**src/rtl/alu_issue_pkg.sv**
```systemverilog
`default_nettype none
// +----------------------------------------------------------------------+
// | Module      : alu_issue_pkg                                          |
// | Description : Shared opcodes, field positions, FSM states and the    |
// |               instruction record used by the ALU issue sequencer.    |
// | Revision    : 1.0 - initial release                                  |
// +----------------------------------------------------------------------+
package alu_issue_pkg;

    localparam logic [3:0] OP_HALT   = 4'hF;
    localparam logic [3:0] OP_ILL_LO = 4'd12;
    localparam logic [3:0] OP_ILL_HI = 4'd14;

    // Instruction word field positions
    localparam int FUNC_MSB = 23;
    localparam int FUNC_LSB = 20;
    localparam int RD_MSB   = 19;
    localparam int RD_LSB   = 16;
    localparam int RS1_MSB  = 15;
    localparam int RS1_LSB  = 12;
    localparam int RS2_MSB  = 11;
    localparam int RS2_LSB  = 8;
    localparam int ADDR_MSB = 7;
    localparam int ADDR_LSB = 0;

    typedef enum logic [2:0] {
        ST_IDLE  = 3'd0,
        ST_PRIME = 3'd1,
        ST_RUN   = 3'd2,
        ST_STALL = 3'd3,
        ST_DONE  = 3'd4
    } state_t;

    typedef struct packed {
        logic [3:0] func;
        logic [3:0] rd;
        logic [3:0] rs1;
        logic [3:0] rs2;
        logic [7:0] addr;
    } instr_t;

    function automatic instr_t decode(input logic [23:0] w);
        instr_t d;
        d.func = w[FUNC_MSB:FUNC_LSB];
        d.rd   = w[RD_MSB:RD_LSB];
        d.rs1  = w[RS1_MSB:RS1_LSB];
        d.rs2  = w[RS2_MSB:RS2_LSB];
        d.addr = w[ADDR_MSB:ADDR_LSB];
        return d;
    endfunction

    function automatic logic is_illegal(input logic [3:0] op);
        return (op >= OP_ILL_LO) && (op <= OP_ILL_HI);
    endfunction

endpackage
`default_nettype wire

```
**src/rtl/alu_hazard_det.sv**
```systemverilog
`default_nettype none
// +----------------------------------------------------------------------+
// | Module      : alu_hazard_det                                         |
// | Description : Read-after-write check of both source selects against  |
// |               the destination of the instruction issued last cycle.  |
// | Revision    : 1.0 - initial release                                  |
// +----------------------------------------------------------------------+
module alu_hazard_det (
    input  logic [3:0] i_rs1,
    input  logic [3:0] i_rs2,
    input  logic [3:0] i_last_rd,
    input  logic       i_last_valid,
    output logic       o_hazard
);

    // Conservative: both sources compared whatever the opcode uses
    assign o_hazard = i_last_valid && ((i_rs1 == i_last_rd) || (i_rs2 == i_last_rd));

endmodule
`default_nettype wire

```
**src/rtl/alu_issue.sv**
```systemverilog
`default_nettype none
// +----------------------------------------------------------------------+
// | Module      : alu_issue                                              |
// | Description : Fetch/issue sequencer for the pipelined ALU: one       |
// |               instruction per cycle, one-bubble RAW stall, HALT stop.|
// | Revision    : 1.0 - initial release                                  |
// +----------------------------------------------------------------------+
module alu_issue
    import alu_issue_pkg::*;
#(
    parameter int IMEM_AW = 8
) (
    input  logic               clk1,
    input  logic               rst_n,
    input  logic               start,
    output logic [IMEM_AW-1:0] imem_addr,
    input  logic [23:0]        imem_rdata,
    output logic               issue_valid,
    output logic [3:0]         rs1,
    output logic [3:0]         rs2,
    output logic [3:0]         rd,
    output logic [3:0]         func,
    output logic [7:0]         addr,
    output logic               busy,
    output logic               done,
    output logic               err,
    output logic [15:0]        stall_cnt
);

    state_t             r_state, w_state_nxt;
    logic [IMEM_AW-1:0] r_pc, w_pc_nxt;
    instr_t             r_hold, w_hold_nxt;
    instr_t             r_issue, w_issue_nxt;
    logic               r_issue_valid, w_issue_valid_nxt;
    logic [3:0]         r_last_rd, w_last_rd_nxt;
    logic               r_last_valid, w_last_valid_nxt;
    logic               r_err, w_err_nxt;
    logic [15:0]        r_stall_cnt, w_stall_cnt_nxt;

    instr_t             w_instr;
    logic               w_hazard;

    assign w_instr = decode(imem_rdata);

    alu_hazard_det u_hazard (
        .i_rs1        (w_instr.rs1),
        .i_rs2        (w_instr.rs2),
        .i_last_rd    (r_last_rd),
        .i_last_valid (r_last_valid),
        .o_hazard     (w_hazard)
    );

    // State register
    always_ff @(posedge clk1 or negedge rst_n) begin
        if (!rst_n) begin
            r_state <= ST_IDLE;
        end else begin
            r_state <= w_state_nxt;
        end
    end

    // Next-state and datapath next values; issue defaults to a bubble
    always_comb begin
        w_state_nxt       = r_state;
        w_pc_nxt          = r_pc;
        w_hold_nxt        = r_hold;
        w_issue_nxt       = '0;
        w_issue_valid_nxt = 1'b0;
        w_last_rd_nxt     = r_last_rd;
        w_last_valid_nxt  = r_last_valid;
        w_err_nxt         = r_err;
        w_stall_cnt_nxt   = r_stall_cnt;
        case (r_state)
            ST_IDLE, ST_DONE: begin
                if (start) begin
                    w_pc_nxt         = '0;
                    w_stall_cnt_nxt  = '0;
                    w_err_nxt        = 1'b0;
                    w_last_valid_nxt = 1'b0;
                    w_state_nxt      = ST_PRIME;
                end
            end
            ST_PRIME: begin
                // Address 0 is in flight; next cycle imem_rdata holds instr[0]
                w_pc_nxt    = r_pc + 1'b1;
                w_state_nxt = ST_RUN;
            end
            ST_RUN: begin
                if (w_instr.func == OP_HALT) begin
                    w_state_nxt = ST_DONE;
                end else if (is_illegal(w_instr.func)) begin
                    w_err_nxt        = 1'b1;
                    w_pc_nxt         = r_pc + 1'b1;
                    w_last_valid_nxt = 1'b0;
                end else if (w_hazard) begin
                    // pc held: the fetch already in flight is consumed in STALL
                    w_hold_nxt       = w_instr;
                    w_last_valid_nxt = 1'b0;
                    w_state_nxt      = ST_STALL;
                    if (r_stall_cnt != 16'hFFFF) begin
                        w_stall_cnt_nxt = r_stall_cnt + 16'd1;
                    end
                end else begin
                    w_issue_nxt       = w_instr;
                    w_issue_valid_nxt = 1'b1;
                    w_pc_nxt          = r_pc + 1'b1;
                    w_last_rd_nxt     = w_instr.rd;
                    w_last_valid_nxt  = 1'b1;
                end
            end
            ST_STALL: begin
                // The bubble already separated writer and reader
                w_issue_nxt       = r_hold;
                w_issue_valid_nxt = 1'b1;
                w_last_rd_nxt     = r_hold.rd;
                w_last_valid_nxt  = 1'b1;
                w_pc_nxt          = r_pc + 1'b1;
                w_state_nxt       = ST_RUN;
            end
            default: begin
                w_state_nxt = ST_IDLE;
            end
        endcase
    end

    // Datapath registers
    always_ff @(posedge clk1 or negedge rst_n) begin
        if (!rst_n) begin
            r_pc          <= '0;
            r_hold        <= '0;
            r_issue       <= '0;
            r_issue_valid <= 1'b0;
            r_last_rd     <= '0;
            r_last_valid  <= 1'b0;
            r_err         <= 1'b0;
            r_stall_cnt   <= '0;
        end else begin
            r_pc          <= w_pc_nxt;
            r_hold        <= w_hold_nxt;
            r_issue       <= w_issue_nxt;
            r_issue_valid <= w_issue_valid_nxt;
            r_last_rd     <= w_last_rd_nxt;
            r_last_valid  <= w_last_valid_nxt;
            r_err         <= w_err_nxt;
            r_stall_cnt   <= w_stall_cnt_nxt;
        end
    end

    assign imem_addr   = r_pc;
    assign issue_valid = r_issue_valid;
    assign func        = r_issue.func;
    assign rd          = r_issue.rd;
    assign rs1         = r_issue.rs1;
    assign rs2         = r_issue.rs2;
    assign addr        = r_issue.addr;
    assign busy        = (r_state == ST_PRIME) || (r_state == ST_RUN) || (r_state == ST_STALL);
    assign done        = (r_state == ST_DONE);
    assign err         = r_err;
    assign stall_cnt   = r_stall_cnt;

endmodule
`default_nettype wire

```
**config.mk**
```make
export PLATFORM = sky130hd
export DESIGN_NAME = alu_issue
export DESIGN_NICKNAME = d
export VERILOG_FILES = /design/src/rtl/alu_issue_pkg.sv /design/src/rtl/alu_hazard_det.sv /design/src/rtl/alu_issue.sv
export SDC_FILE = /design/constraint.sdc
export NUM_CORES = 1
export LEC_CHECK = 0
export CAP_MARGIN = 10
export CELL_PAD_IN_SITES_DETAIL_PLACEMENT = 1
export CELL_PAD_IN_SITES_GLOBAL_PLACEMENT = 2
export CORE_AREA = 2 2 117 119
export CTS_CLUSTER_DIAMETER = 30
export DETAILED_ROUTE_END_ITERATION = 8
export DIE_AREA = 0 0 119 121
export PLACE_DENSITY = 0.81
export SETUP_SLACK_MARGIN = 0.15
export SLEW_MARGIN = 20
export SYNTH_ARGS = -nofsm -noshare
export SYNTH_HDL_FRONTEND = slang
export SYNTH_SLANG_ARGS = --single-unit
```
**constraint.sdc**
```tcl
create_clock -name clk1 -period 1.74 [get_ports clk1]
set_input_delay 0.435 -clock clk1 [delete_from_list [all_inputs] [get_ports clk1]]
set_output_delay 0.435 -clock clk1 [all_outputs]
set_load 0.01 [all_outputs]
```
==> run metrics, run 1 <==
number of hold buffers added after CTS=0; syn_area_per_cell=11.8 um2; initial DRC count=approximately 210; clk slew on worst S/H paths=60 ps; nets=561; Async SR Flop Fraction=100%; vias=3761; mux cell area share after synthesis=about 7.8%; clk buf depth=2; first-pass GRT wire length=23000 um; Synth Cell Area=~0.0039 mm2; post-synthesis compound-gate area fraction=19.8%; routed len/inst=20.9 um; WHS=59.2 ps; Initial Util=29.4%; Vert. Die Dim=roughly 120 um; Cell Count, Final, Fillers Out=713; max-slew violations=0; DR vias/cell=5.27; post-layout min period=1900 ps; crit path DAT=~2100 ps; share of cells above drive strength 1=between 50 and 60%; Root Buffer=clkbuf_16; Layout area overhead=74.9%; startpoint types=flop; post-DP HPWL=8810 um; RR Startpoint=r_last_rd[1]$_DFFE_PN0P_; Synth Warn #=0; Cells after DPL=647; largest net degree at the start of global routing=49; drt pass-1 iters=4; Fin Clk Skew=8.23 ps; port bufs=between 70 and 80; area fraction of the dominant cell type after synthesis=between 50% and 60%; Post-synth EDFFs=0; Worst setup EP type=flop; slowest CP cell=dfrtp_2; P per Cell Area=1560 mW/mm2; H-Tree Depth=3; vias in the first global route=approximately 4200; Syn Nets=354; routability congestion estimate=0.809; ys flop type=dfrtp_1; final hold vios=0; GRT Overall Usage=roughly a fifth; sequential-to-total area share from yosys stat=53.3%; crit path kind=reg -> reg; reg2reg path depth=8; number of distinct library cells after synthesis=59; Max-Cap Viols=0; Synth area leader=dfrtp_1; Synth Area in Adders=0.650%; initial antenna violation count=0; HP Class=in -> async; row cnt=42; DRT Wirelength=14900 um; status=complete, but fails checks; ANT nets after route=0; Leakage=between 3 and 4 nW; Max Freq=0.526 GHz; worst-skew pair later-pin latency=340 ps; Syn Inst Count=325; Ports=79; Area contributors post-synth=dfrtp_1 (53%), mux2_2 (7.0%), a22o_1 (4.8%); core area=0.0131 mm2; Peak VDD IR=757 uV; Worst Tran Pin Value=365 ps; failing checks=negative setup slack; Die X=119 um; Post-Synth Simple-Gate Area=13.1%; XOR/XNOR Fraction of Synth Area=1.82%; Antenna Cells=0; Worst R2R Setup Slack=-160 ps; DR DRC count=0; TritonCTS Sinks=around 80; main combinational cell family by area after synthesis=compound AO/OA/AOI/OAI gates; CTS Buf Count=9; period utilization=109%; Yosys reg bits=82; total grt overflow=0; crit-path max cell delay=470 ps; worst reg2reg path endpoint=rs2[1]$_DFF_PN0_; final setup margin=-162 ps; Critical Path, Cell by Cell=xnor2_2 -> nand4_1 -> buf_4 -> a21oi_4 -> nor2_4 -> buf_12 -> buf_16 -> a22o_1; final setup fails=72; die area=around 0.014 mm2; WP data required=1960 ps; RSZ-0062 raised after global routing=true; Max-slew headroom=75.5%; crit path max fanout=5; CTS tree=yes
[metal layers]
| layer | global-route usage (%) | wire, um | vias up | part of all wire [%] |
|---|---|---|---|---|
| met5 | 0 | 0 | - | 0 |
| met4 | 6.70 | 287 | 0 | 1.9 |
| met3 | 4.70 | 638 | 26 | 4.3 |
| met2 | 37.4 | 8040 | 97 | 54 |
| met1 | 23.7 | 5960 | 1956 | 40 |
| li1 | - | - | 1682 | - |
[cell usage after synthesis, types with 7 or more instances]
cell type and instances:
dfrtp_1 82, mux2_2 24, a22o_1 21, o21ai_0 20, nand2_1 16, nand3_1 14
a31oi_1 11, inv_1 10, nor2_1 10, xnor2_1 8, a31o_2 7, nand4_1 7
[through the flow]
step | TNS (ps) | power (W) | utilization (%) | worst slack (ps) | cell area, um2
after floorplan | -2170 | 0.00530 | - | -170 | 4010
after global placement | -38760 | 0.00722 | 42.6 | -574 | 5580
after detailed placement | -42600 | 0.00736 | 42.6 | -669 | 5580
after CTS | -4910 | 0.0100 | 48.9 | -173 | 6400
after global routing | -12450 | 0.0111 | 51.5 | -236 | 6740
final | -7260 | 0.0105 | 51.5 | -162 | 6740
[registers in the layout (all words and copies together), names as in the netlist]
register	cells
addr	8
r_last_valid	1
issue_valid	1
func	4
rs1	4
r_state	3
r_last_rd	4
r_hold	24
stall_cnt	16
rd	4
err	1
rs2	4
imem_addr	8
[layout by cell type (no fill, tap or decap), types with 6 or more instances in the layout]
master	instances
buf_4	80
dfrtp_1	72
dlygate4sd2_1	42
buf_6	40
a22o_1	21
mux2_2	21
clkdlybuf4s50_1	17
nand2_1	14
o21ai_1	11
a31oi_1	10
clkbuf_16	10
dfrtp_2	10
inv_1	8
nand3_1	8
buf_12	8
xnor2_2	7
nand4_1	7
a31o_2	7
nand3_2	7
and3_1	6
clkdlybuf4s15_1	6
[worst max-delay path, delay by kind of cell (launching register included)]
kind            cells  cell delay, ps
xor+xnor            1             200
simple gates        2             260
buf+inv             3             470
compound gates      2             380
flops               1             470
[kinds of logic (layout without fill, tap and decap cells)]
logic type / count (synthesis) / in the layout
AO/OA/AOI/OAI: 99 / 100
AND/OR/NAND/NOR: 84 / 84
flip-flops: 82 / 82
multiplexers: 27 / 27
buffers and inverters: 23 / 234
XOR/XNOR: 8 / 8
adder cells (fa/ha/maj): 2 / 2
[worst max-delay path by stage]
stage / startpoint / to / depth (start not counted)
floorplan: stall_cnt[1]$_DFFE_PN0P_ / stall_cnt[8]$_DFFE_PN0P_ / 7
global placement: imem_rdata[9] / imem_addr[1]$_DFFE_PN0P_ / 8
detailed placement: imem_rdata[9] / imem_addr[4]$_DFFE_PN0P_ / 8
CTS: stall_cnt[0]$_DFFE_PN0P_ / stall_cnt[8]$_DFFE_PN0P_ / 7
global route: r_last_rd[1]$_DFFE_PN0P_ / imem_addr[4]$_DFFE_PN0P_ / 7
finish: r_last_rd[1]$_DFFE_PN0P_ / rs2[1]$_DFF_PN0_ / 8
[where the power goes]
group	leakage (nW)	switching, W	total [W]	internal (W)
Clock	0.125	0.000782	0.00179	0.00100
Sequential	1.04	0.000454	0.00308	0.00262
Combinational	1.95	0.00257	0.00567	0.00310
[area by class of cell]
| cell class | count | area (um2) |
|---|---|---|
| Clock buffer | 12 | 246 |
| Clock inverter | 4 | 27.5 |
| Fill cell | 1359 | 6350 |
| Inverter | 10 | 37.5 |
| Multi-Input combinational cell | 221 | 2100 |
| Sequential cell | 82 | 2060 |
| Tap cell | 176 | 220 |
| Timing Repair Buffer | 208 | 2040 |
[timing repair]
action                                  in CTS  in global routing
endpoints found under the hold margin        0                  0
resized for setup                          169                 58
pin swaps                                   30                 18
endpoints found under the setup margin     131                 88
buffers inserted                            24                 18
gates cloned                                 7                  1
Power figures use the tool's default switching activity.
==> run 2, diff against run 1 <==
- CTS_CLUSTER_SIZE: unset -> 28
==> results of run 2 <==
Final layout, timing and power as in run 1 (identical DEF).
